**src/rtl/class_vote_filter.sv**
```systemverilog
// Sliding-window majority-vote filter over per-sample class decisions.
// Circular buffer plus per-class occupancy counters; registered argmax one cycle after accept.
module class_vote_filter #(
    parameter int NUM_CLASSES = 10,
    parameter int MAX_WINDOW  = 16,
    parameter int TIE_MODE    = 0
) (
    input  logic                              clk_i,
    input  logic                              rst_ni,
    input  logic [$clog2(MAX_WINDOW+1)-1:0]   cfg_window_i,
    input  logic                              flush_i,
    input  logic                              inp_valid_i,
    input  logic [$clog2(NUM_CLASSES)-1:0]    class_i,
    output logic                              out_valid_o,
    output logic [$clog2(NUM_CLASSES)-1:0]    out_class_o,
    output logic [$clog2(MAX_WINDOW+1)-1:0]   out_count_o,
    output logic                              out_full_o,
    output logic                              err_class_o
);
    localparam int CW = $clog2(NUM_CLASSES);
    localparam int NW = $clog2(MAX_WINDOW + 1);
    localparam int PW = (MAX_WINDOW > 1) ? $clog2(MAX_WINDOW) : 1;

    logic [CW-1:0] buf_q [MAX_WINDOW];
    logic [NW-1:0] cnt_q [NUM_CLASSES];
    logic [NW-1:0] fill_q;
    logic [NW-1:0] win_q;
    logic [PW-1:0] wr_ptr_q;
    logic          pend_q;
    logic [CW-1:0] newest_q;

    logic          bad_class;
    logic          accept;
    logic          full_now;
    logic [CW-1:0] evict;
    logic [NW-1:0] win_clamped;
    logic [CW-1:0] best_class;
    logic [NW-1:0] best_count;

    assign bad_class = 32'(class_i) >= NUM_CLASSES;
    assign accept    = inp_valid_i && !flush_i && !bad_class;
    assign full_now  = (fill_q == win_q);
    assign evict     = buf_q[wr_ptr_q];

    always_comb begin
        win_clamped = cfg_window_i;
        if (cfg_window_i == '0) begin
            win_clamped = NW'(1);
        end else if (32'(cfg_window_i) > MAX_WINDOW) begin
            win_clamped = NW'(MAX_WINDOW);
        end
    end

    // Strict '>' scan keeps the lowest tied index; TIE_MODE 1 then prefers the newest sample.
    always_comb begin
        best_class = '0;
        best_count = cnt_q[0];
        for (int unsigned c = 1; c < NUM_CLASSES; c++) begin
            if (cnt_q[c] > best_count) begin
                best_class = CW'(c);
                best_count = cnt_q[c];
            end
        end
        if (TIE_MODE == 1 && cnt_q[newest_q] == best_count) begin
            best_class = newest_q;
        end
    end

    always_ff @(posedge clk_i or negedge rst_ni) begin
        if (!rst_ni) begin
            for (int unsigned i = 0; i < MAX_WINDOW; i++) buf_q[i] <= '0;
            for (int unsigned c = 0; c < NUM_CLASSES; c++) cnt_q[c] <= '0;
            fill_q      <= '0;
            win_q       <= NW'(MAX_WINDOW);
            wr_ptr_q    <= '0;
            pend_q      <= 1'b0;
            newest_q    <= '0;
            out_valid_o <= 1'b0;
            out_class_o <= '0;
            out_count_o <= '0;
            out_full_o  <= 1'b0;
            err_class_o <= 1'b0;
        end else if (flush_i) begin
            for (int unsigned i = 0; i < MAX_WINDOW; i++) buf_q[i] <= '0;
            for (int unsigned c = 0; c < NUM_CLASSES; c++) cnt_q[c] <= '0;
            fill_q      <= '0;
            win_q       <= win_clamped;
            wr_ptr_q    <= '0;
            pend_q      <= 1'b0;
            out_valid_o <= 1'b0;
            out_class_o <= '0;
            out_count_o <= '0;
            out_full_o  <= 1'b0;
            err_class_o <= 1'b0;
        end else begin
            out_valid_o <= pend_q;
            err_class_o <= inp_valid_i && bad_class;
            pend_q      <= accept;
            if (pend_q) begin
                out_class_o <= best_class;
                out_count_o <= best_count;
                out_full_o  <= full_now;
            end
            if (accept) begin
                newest_q        <= class_i;
                buf_q[wr_ptr_q] <= class_i;
                if (full_now) begin
                    // Evicting the same class as the new one leaves its counter unchanged.
                    if (evict != class_i) begin
                        cnt_q[class_i] <= cnt_q[class_i] + NW'(1);
                        cnt_q[evict]   <= cnt_q[evict] - NW'(1);
                    end
                end else begin
                    cnt_q[class_i] <= cnt_q[class_i] + NW'(1);
                    fill_q         <= fill_q + NW'(1);
                end
                if (32'(wr_ptr_q) == 32'(win_q) - 1) begin
                    wr_ptr_q <= '0;
                end else begin
                    wr_ptr_q <= wr_ptr_q + PW'(1);
                end
            end
        end
    end
endmodule

```
**config.mk**
```make
export PLATFORM = sky130hd
export DESIGN_NAME = class_vote_filter
export DESIGN_NICKNAME = d
export VERILOG_FILES = /design/src/rtl/class_vote_filter.sv
export SDC_FILE = /design/constraint.sdc
export NUM_CORES = 1
export LEC_CHECK = 0
export BUFFER_PORTS_ARGS = -buffer_cell sky130_fd_sc_hd__buf_2
export CAP_MARGIN = 40
export CORE_UTILIZATION = 45
export CTS_CLUSTER_DIAMETER = 150
export DETAILED_ROUTE_END_ITERATION = 8
export PLACE_DENSITY = 0.57
export RECOVER_POWER = 25
export SETUP_SLACK_MARGIN = 0.05
export SYNTH_ARGS = -nofsm -noshare
export SYNTH_HDL_FRONTEND = slang
export SYNTH_SLANG_ARGS = --single-unit
```
**constraint.sdc**
```tcl
create_clock -name clk_i -period 31.5 [get_ports clk_i]
set_input_delay 1.575 -clock clk_i [delete_from_list [all_inputs] [get_ports clk_i]]
set_output_delay 1.575 -clock clk_i [all_outputs]
set_load 0.005 [all_outputs]
```
==> key figures, run 1 <==
Run status
  – Run status: complete, but fails checks
  – Failing checks: DRC, capacitance limit, slew limit

Placed design
  – Total half-perimeter wirelength after legalization and detailed placement: between 20,000 and 25,000 um
  – Count of buffers inserted at the top-level ports: 24
  – GPL Wtd Cong: 0.916

Yosys
  – Number of synthesized flops with an enable pin: 0
  – Cell count after synthesis: 1,165
  – Synth top area cells: dfrtp_1, nand2_1, ha_1
  – List of most frequent post-synthesis cells: nand2_1, dfrtp_1, nand3_1
  – Number of warnings issued by yosys: 0
  – Post-Syn Area per Cell: roughly 8.7 um2
  – Area share of the largest cell type after synthesis: about a third
  – Synthesized net count: about 1,200
  – Asr flop ratio synth: 100%
  – Distinct cell type count of the synthesized netlist: 58
  – Top flip-flop cell by instance count after synthesis: dfrtp_1
  – Top-count cell post-synth: nand2_1
  – Largest area contributor in the synthesized netlist: dfrtp_1
  – Cell area after technology mapping: 10,200 um2
  – Synthesis-stage register bit count: roughly 140
  – Seq/Total Area, Yosys: between 30% and 40%

Critical path
  – Worst-path maximum fanout: 12
  – Worst path slowest cell: o22ai_1
  – Data arrival time of the worst path: ~16 ns
  – Type of the worst setup path: reg -> reg
  – Category of the worst setup path capture point: flip-flop
  – Required arrival time at the worst endpoint: ~32 ns
  – Slowest Stage Delay on Critical Path: a little under 0.6 ns
  – Type of element launching the critical path: flip-flop

Clock tree
  – H-Tree Depth: 4
  – Worst-Skew Late Latency: 0.44 ns
  – Clock slew at the register clock pins of the worst setup and hold paths: ~0.080 ns
  – # resized after CTS: 0
  – Total CTS buffers: 17
  – Post CTS Setup Buffer Count: 0
  – Hold_buf cts: 0
  – CTS max path bufs: 2
  – TritonCTS Sinks: around 140
  – Clk root buf: clkbuf_16
  – TritonCTS clock tree: done

Cells and area
  – Synthesis-to-finish area growth: 9.60%
  – Diodes inserted: 0
  – Number of nets in the layout: around 1,200
  – Fraction of final layout cells sized beyond drive strength 1: roughly an eighth

GRT
  – Wire length of the first global-routing pass: 50,700 um
  – Vias in the first global route: 8,759
  – Maximum number of pins on one net before global-route repair: 73
  – Total routing usage reported by global routing: approximately 28%
  – Antenna violations before repair: 1
  – Global-route congestion overflow total: 0

Die
  – Height of the die: between 150 and 200 um
  – Core Box Area: 22,000 um2
  – Die outline area: about 23,000 um2
  – I/O pins: 25
  – Number of rows created at floorplan: 54
  – Starting Density: a little under half
  – Chip Width: about 150 um

STA
  – Worst-margin pin slew: roughly 4.1 ns
  – Worst setup skew after layout: roughly 0.014 ns
  – Count of pins over their slew limit: 73
  – Unrepaired setup endpoints after global routing: no
  – Normalized max-slew margin: -171%
  – Setup total negative slack: 0 ns
  – Final min period: about 16 ns
  – Period utilisation layout: about half
  – Count of final setup violators: 0
  – Count of endpoints failing hold in the final timing report: 0
  – Highest clock rate: about 64 MHz

Detailed routing
  – Number of iterations in the first detailed-routing pass: 7
  – Detailed Route Iter0 Violations: between 900 and 1,000
  – DRC: 2
  – Final routed wire length divided by cell count: roughly 22 um
  – Number of nets with antenna violations after detailed routing: 0
  – DRT Wirelength: about 31,000 um
  – Total number of vias: between 9,000 and 10,000
  – Via-to-Cell Ratio: 6.31

Job
  – Max_cap viols: 1

Min path
  – Hold WC Path Type: reg -> reg
-- per-stage QoR --
step	hold WS, ns	cell area (um2)	cells	worst slack, ns	utilization, %
6_report	0.506	11100	1447	15.96	50.7
5_1_grt	0.537	11100	1447	14.39	50.7
4_1_cts	0.507	11100	1447	16.11	50.7
3_5_place_dp	0.471	10500	1415	16.15	48.0
3_3_place_gp	0.479	10500	1409	16.44	47.6
2_1_floorplan	0.473	10200	1165	17.93	-
-- final timing paths --
path / start / end / slack, ns / cells after the start
worst max-delay path: cnt_q[42] / out_class_o[2] / 15.96 / 63
worst min-delay path: out_class_o[1] / out_class_o[1] / 0.51 / 2
worst max register to register: cnt_q[42] / out_class_o[2] / 15.96 / 63
worst min register to register: out_class_o[1] / out_class_o[1] / 0.51 / 2
max in group asynchronous: rst_ni / cnt_q[40] / 26.67 / 1
min in group asynchronous: rst_ni / err_class_o / 2.55 / 1
-- layer usage --
| metal | wire length [um] | vias up | track usage, % | share of wire (%) |
|---|---|---|---|---|
| met2 | 14100 | 347 | 42.2 | 45 |
| met4 | 698 | 0 | 10.0 | 2.2 |
| met3 | 2230 | 51 | 4.69 | 7.1 |
| met1 | 14400 | 4492 | 40.9 | 46 |
| li1 | - | 4244 | - | - |
| met5 | 0 | - | 0 | 0 |
-- sequential cells by signal (all words and copies together) (netlist names) --
register,cells
out_valid_o,1
err_class_o,1
pend_q,1
buf_q,64
out_class_o,4
out_full_o,1
out_count_o,5
wr_ptr_q,4
win_q,5
cnt_q,50
fill_q,5
-- layout make-up --
| class | instances | area [um2] |
|---|---|---|
| Clock inverter | 15 | 181 |
| Fill cell | 2077 | 10800 |
| Clock buffer | 17 | 425 |
| Timing Repair Buffer | 45 | 309 |
| Inverter | 48 | 180 |
| Multi-Input combinational cell | 901 | 6150 |
| Sequential cell | 141 | 3530 |
| Tap cell | 280 | 350 |
-- critical path, delay by kind of cell (launching register included) --
kind | cells | cell delay [ns]
flops | 1 | 0.45
compound gates | 37 | 9.44
fa+ha+maj | 9 | 2.59
mux | 2 | 0.78
simple gates | 12 | 1.64
buf+inv | 3 | 0.51
-- layout by cell type, fill, tap and decap left out, types with 16 or more instances in the layout --
master / n
nand2_1: 184
dfrtp_1: 140
nand3_1: 81
a21oi_1: 77
nor2_1: 70
o21ai_0: 67
mux2i_1: 58
ha_1: 53
inv_1: 47
mux4_2: 26
buf_2: 23
a21o_1: 20
o22ai_1: 19
a31o_2: 17
nor3_1: 17
clkbuf_16: 17
buf_4: 17
a211oi_1: 16
-- logic make-up after synthesis --
group / after synthesis / synth area share, %
DFF: 141 / 34.8
buffers and inverters: 123 / 4.88
xor gates and xnor gates: 24 / 2.14
adders and majority gates: 53 / 6.53
AOI/OAI and AO/OA: 318 / 20.7
muxes: 100 / 13.3
and+or+nand+nor: 406 / 17.7
Power of run 1 is not shown: default switching activity piles up to over one toggle a cycle in this logic, so the estimate is an artifact.
==> run 2, diff against run 1 <==
--- a/config.mk
+++ b/config.mk
@@ -5,6 +5,7 @@
 export SDC_FILE = /design/constraint.sdc
 export NUM_CORES = 1
 export LEC_CHECK = 0
+export ABC_AREA = 1
 export BUFFER_PORTS_ARGS = -buffer_cell sky130_fd_sc_hd__buf_2
 export CAP_MARGIN = 40
 export CORE_UTILIZATION = 45
==> constraint.sdc (replaced) <==
create_clock -name clk_i -period 15.4 [get_ports clk_i]
set_input_delay 0.77 -clock clk_i [delete_from_list [all_inputs] [get_ports clk_i]]
set_output_delay 0.77 -clock clk_i [all_outputs]
set_load 0.005 [all_outputs]
==> key figures, run 2 <==
Run status
  – Run status: complete, but fails checks
  – Failing checks: capacitance limit, slew limit

Detailed routing
  – DRC: 0
  – Number of nets with antenna violations after detailed routing: 0
  – DRT Wirelength: roughly 35,000 um
  – Met3 layer wire length in the routed design: roughly 2500 um
  – Total number of vias: between 10,000 and 15,000
  – Routed met1 length: 15,200 um
  – Number of iterations in the first detailed-routing pass: 5
  – Detailed Route Iter0 Violations: about 950
  – Max Used Layer: met5
  – Final routed wire length divided by cell count: ~19 um
  – Via-to-Cell Ratio: 5.62
  – Routed length on met2: 16,600 um

Critical path
  – Launch point of the worst reg-to-reg path: cnt_q[49]
  – Most prevalent standard cell on the critical path: nand2_1
  – Worst path depth: 82
  – Category of the worst setup path capture point: flip-flop
  – Slowest Stage Delay on Critical Path: just under 0.6 ns
  – Data arrival time of the worst path: 11.94 ns
  – Crit path max-delay family: simple AND/OR/NAND/NOR gates
  – Combined buffer and inverter count along the critical path: 13
  – Type of the worst setup path: reg -> reg
  – Required arrival time at the worst endpoint: approximately 16 ns
  – Worst-path maximum fanout: 12
  – First element of the critical path: cnt_q[49]
  – Type of element launching the critical path: flip-flop
  – Register-to-Register Setup Slack: 3.84 ns
  – Worst path slowest cell: o22ai_1
  – Reg2Reg Depth: just over 80

Cells and area
  – Most frequent cells in the layout: nand2_1, inv_1, nand3_1
  – Number of nets in the layout: 1,600
  – Fraction of final layout cells sized beyond drive strength 1: 8.34%
  – Regs by FF count: buf_q (64), cnt_q (50)
  – Synthesis-to-finish area growth: 9.52%
  – Register name with the most flops: buf_q
  – Max FFs per register: between 60 and 70
  – Commonest non-fill, non-tap cell in the layout: nand2_1
  – Post-layout instance area: 11,500 um2
  – Filler Cells Inserted: ~2,300

Placed design
  – Worst-case setup slack after placement: between 4 and 5 ns
  – Placement-stage cell area: between 10,000 and 15,000 um2
  – Total half-perimeter wirelength after legalization and detailed placement: 24,900 um
  – GPL Wtd Cong: between 0.9 and 1
  – Count of buffers inserted at the top-level ports: 24

Die
  – Chip Width: 155 um
  – Die outline area: roughly 24,000 um2
  – Number of rows created at floorplan: 55
  – Core Box Area: 22,800 um2
  – Starting Density: a little under half
  – I/O pins: 25
  – Height of the die: about 150 um

Yosys
  – Distinct cell type count of the synthesized netlist: 50
  – Number of warnings issued by yosys: 0
  – Area share of the largest cell type after synthesis: approximately 33%
  – Largest area contributor in the synthesized netlist: dfrtp_1
  – Cell area after technology mapping: 10,500 um2
  – Synthesized net count: about 1,600
  – Post-Syn Area per Cell: just under 7 um2
  – Top-count cell post-synth: nand2_1
  – Top flip-flop cell by instance count after synthesis: dfrtp_1
  – Number of synthesized flops with an enable pin: 0
  – Seq/Total Area, Yosys: 33.6%
  – Synthesis-stage register bit count: roughly 140
  – Cell count after synthesis: 1,527
  – Synth top area cells: dfrtp_1, nand2_1, nand3_1
  – List of most frequent post-synthesis cells: nand2_1, inv_1, nand3_1
  – Asr flop ratio synth: 100%

Clock tree
  – # resized after CTS: 0
  – Total CTS buffers: 17
  – Worst-Skew Late Latency: around 0.45 ns
  – CTS max path bufs: 2
  – TritonCTS clock tree: done
  – Post CTS Setup Buffer Count: 0
  – Clk root buf: clkbuf_16
  – TritonCTS Sinks: 141
  – Clock slew at the register clock pins of the worst setup and hold paths: approximately 0.070 ns
  – Hold_buf cts: 0
  – H-Tree Depth: 4

STA
  – Worst setup skew after layout: 0.0224 ns
  – Final min period: roughly 12 ns
  – Highest clock rate: roughly 86 MHz
  – Count of endpoints failing hold in the final timing report: 0
  – Period utilisation layout: about three quarters
  – Unrepaired setup endpoints after global routing: no
  – Worst Slack Setup Final: roughly 3.8 ns
  – Worst-margin pin slew: about 4.2 ns
  – Count of final setup violators: 0
  – Count of pins over their slew limit: around 130
  – Smallest hold slack: 0.480 ns
  – Normalized max-slew margin: -180%
  – Setup total negative slack: 0 ns

Job
  – Max_cap viols: 3

GRT
  – Vias in the first global route: about 10,000
  – Antenna violations before repair: 3
  – Wire length of the first global-routing pass: 55,600 um
  – Global-route congestion overflow total: 0
  – Maximum number of pins on one net before global-route repair: between 70 and 80
  – Total routing usage reported by global routing: 30.5%

Min path
  – Startpoint of the most critical hold path: out_count_o[2]
  – Hold WC Path Type: reg -> reg
  – Depth of the worst hold-timing path: 2
run 2: cell types whose count changed after synthesis, moves of 16 or more:
| cell | previous run | this run |
|---|---|---|
| inv_1 | 47 | 167 |
| a21oi_1 | 77 | 110 |
| o21ai_1 | 3 | 41 |
| clkbuf_1 | 54 | 14 |
| o21ai_0 | 67 | 95 |
| nand2_1 | 184 | 442 |
| o22ai_1 | 19 | 56 |
| inv_2 | 0 | 20 |
| a31o_2 | 17 | 0 |
| nand3_1 | 81 | 157 |
| a211oi_1 | 16 | 0 |
| mux2i_1 | 58 | 0 |
| mux4_2 | 26 | 0 |
| a21o_1 | 20 | 0 |
run 2: stage by stage:
stage          util [%]  std cells
6_report           50.4       1861
2_1_floorplan         -       1527
4_1_cts            50.5       1860
3_5_place_dp       47.8       1828
3_3_place_gp       47.5       1824
5_1_grt            50.4       1861
run 2: kinds of logic after synthesis:
group / share of synthesized area (%)
buffers and inverters: 9.11
AO/OA/AOI/OAI: 18.4
AND/OR/NAND/NOR: 31.5
flip-flops: 33.6
XOR/XNOR: 1.10
adder cells (fa/ha/maj): 6.32
run 2: cell type report:
type | count | area [um2] | share of cell area [%]
Multi-Input combinational cell | 1150 | 6010 | 52.3
Sequential cell | 141 | 3530 | 30.7
Inverter | 191 | 717 | 6.24
Clock buffer | 17 | 425 | 3.70
Tap cell | 313 | 392 | 3.41
Timing Repair Buffer | 33 | 234 | 2.04
Clock inverter | 15 | 179 | 1.56
Antenna cell | 1 | 2.50 | 0.0218
run 2: worst paths after layout:
path / end
min in group asynchronous: out_count_o[3]
setup reg to reg: out_class_o[1]
hold reg to reg: out_count_o[2]
max in group asynchronous: buf_q[26]
setup / recovery: out_class_o[1]
hold / removal: out_count_o[2]
run 2: worst reg2reg max path, delay by kind of cell (launching register included):
family | cells | cell delay [ns]
and+or+nand+nor | 52 | 5.67
DFF | 1 | 0.37
adders and majority gates | 9 | 2.56
AOI/OAI and AO/OA | 8 | 1.58
buffers and inverters | 13 | 1.30
run 2: layer usage:
| metal | global-route usage, % | vias to the layer above |
|---|---|---|
| met1 | 40.1 | 4887 |
| met5 | 0 | - |
| met4 | 10.8 | 2 |
| met2 | 50.3 | 386 |
| met3 | 5.44 | 65 |
| li1 | - | 5123 |
Power of run 2 is left out for the same reason.
==> run 3, diff against run 2 <==
==> constraint.sdc (replaced) <==
create_clock -name clk_i -period 11.3 [get_ports clk_i]
set_input_delay 0.565 -clock clk_i [delete_from_list [all_inputs] [get_ports clk_i]]
set_output_delay 0.565 -clock clk_i [all_outputs]
set_load 0.005 [all_outputs]
==> key figures, run 3 (synthesis gave the netlist of run 2 again) <==
Clock tree
  – Clk root buf: clkbuf_16
  – TritonCTS Sinks: between 100 and 150
  – H-Tree Depth: 4
  – Clock slew at the register clock pins of the worst setup and hold paths: about 0.07 ns
  – Total CTS buffers: 17
  – Hold_buf cts: 0
  – TritonCTS clock tree: done
  – Worst-Skew Late Latency: 0.44 ns
  – CTS max path bufs: 2

STA
  – Count of endpoints failing hold in the final timing report: 0
  – Count of pins over their slew limit: between 70 and 80
  – Count of final setup violators: 0
  – Setup total negative slack: 0 ns
  – Worst setup skew after layout: about 0.013 ns
  – Period utilisation layout: between 90% and 100%
  – Unrepaired setup endpoints after global routing: no
  – Final min period: 10.22 ns
  – Worst-margin pin slew: roughly 4.1 ns
  – Highest clock rate: between 90 and 100 MHz
  – Normalized max-slew margin: -176%

GRT
  – GR met1 Demand/Resource: approximately two fifths
  – Vias in the first global route: about 9,900
  – Met2 layer usage reported by global route: about half
  – Antenna violations before repair: 3
  – Global-route congestion overflow total: 0
  – Most congested layer reported by global routing: met2
  – Met3 usage in global routing: roughly 5%
  – Maximum number of pins on one net before global-route repair: 71
  – Total routing usage reported by global routing: 30.7%
  – Wire length of the first global-routing pass: ~56,000 um

Die
  – I/O pins: 25
  – Core Box Area: ~23,000 um2
  – Starting Density: 46.1%
  – Chip Width: around 150 um
  – Height of the die: around 150 um
  – Number of rows created at floorplan: 55
  – Die outline area: 23,900 um2

Run status
  – Run status: complete, but fails checks
  – Failing checks: capacitance limit, slew limit

Cells and area
  – Footprint of the flip-flops and latches: 3530 um2
  – Max FFs per register: 64
  – Regs by FF count: buf_q (64), cnt_q (50)
  – Commonest non-fill, non-tap cell in the layout: nand2_1
  – Number of nets in the layout: 1,607
  – Fraction of final layout cells sized beyond drive strength 1: between 10% and 20%
  – Area of the multi-input gates: between 6000 and 7000 um2
  – Synthesis-to-finish area growth: 10.8%
  – Register name with the most flops: buf_q
  – Filler Cells Inserted: between 2,000 and 2,500
  – Most frequent cells in the layout: nand2_1, inv_1, nand3_1

Critical path
  – Reg2Reg Depth: roughly 80
  – Most prevalent standard cell on the critical path: nand2_1
  – Register-to-Register Setup Slack: around 1.1 ns
  – Worst path slowest cell: dfrtp_1
  – Type of element launching the critical path: flip-flop
  – Data arrival time of the worst path: about 11 ns
  – Slowest Stage Delay on Critical Path: 0.39 ns
  – Type of the worst setup path: reg -> reg
  – Required arrival time at the worst endpoint: 11.68 ns
  – Category of the worst setup path capture point: flip-flop
  – Worst-path maximum fanout: 7

Placed design
  – GPL Wtd Cong: approximately 0.95
  – Total half-perimeter wirelength after legalization and detailed placement: roughly 25,000 um
  – Count of buffers inserted at the top-level ports: 24

Detailed routing
  – Detailed Route Iter0 Violations: between 900 and 1,000
  – DRC: 0
  – Number of nets with antenna violations after detailed routing: 0
  – Via-to-Cell Ratio: ~5.7
  – Number of iterations in the first detailed-routing pass: 5
  – Total number of vias: 10,600
  – DRT Wirelength: around 35,000 um
  – Final routed wire length divided by cell count: 19.0 um

Job
  – Max_cap viols: 1

Min path
  – Depth of the worst hold-timing path: 3
  – Hold WC Path Type: in -> reg
## run 3: worst paths after layout
path	startpoint	to
setup / recovery	cnt_q[48]	out_class_o[1]
hold / removal	inp_valid_i	err_class_o
setup reg to reg	cnt_q[48]	out_class_o[1]
hold reg to reg	out_count_o[2]	out_count_o[2]
max in group asynchronous	rst_ni	buf_q[31]
min in group asynchronous	rst_ni	cnt_q[19]
## run 3: layout make-up
type | instances | area share (%)
well taps | 313 | 3.37
flip-flops and latches | 141 | 30.4
repair buffers | 40 | 2.35
clock buffers | 18 | 3.69
multi-input cells | 1150 | 52.6
clock inverters | 14 | 1.49
diodes | 1 | 0.0215
inverters | 191 | 6.17
## run 3: timing repair
action / CTS / global route
resized for setup: 0 / 29
buffers inserted: 0 / 5
setup endpoints to repair: 0 / 9
endpoints found under the hold margin: 0 / 0
## run 3: stage by stage
stage	util, %	hold WS, ns	instances	setup WS, ns	instance area, um2
after floorplan	-	0.269	1527	1.54	10500
after global placement	47.5	0.463	1826	0.662	10800
after detailed placement	47.8	0.463	1829	0.278	10900
after CTS	50.5	0.182	1861	0.254	11500
after global routing	51.0	0.374	1868	0.00833	11600
final	51.0	0.368	1868	1.08	11600
## run 3: worst max-delay path: cells and delay by family (launching register included)
family / cells / cell delay (ns)
buffers and inverters: 14 / 1.01
and+or+nand+nor: 48 / 4.82
DFF: 1 / 0.39
adders and majority gates: 9 / 2.52
AOI/OAI and AO/OA: 10 / 1.38
## run 3: per-layer routing
metal	share of wire [%]	wire (um)
met1	44	15500
met2	47	16700
met3	6.8	2400
met4	2.4	841
met5	0.034	12
Power of run 3 is left out for the same reason.
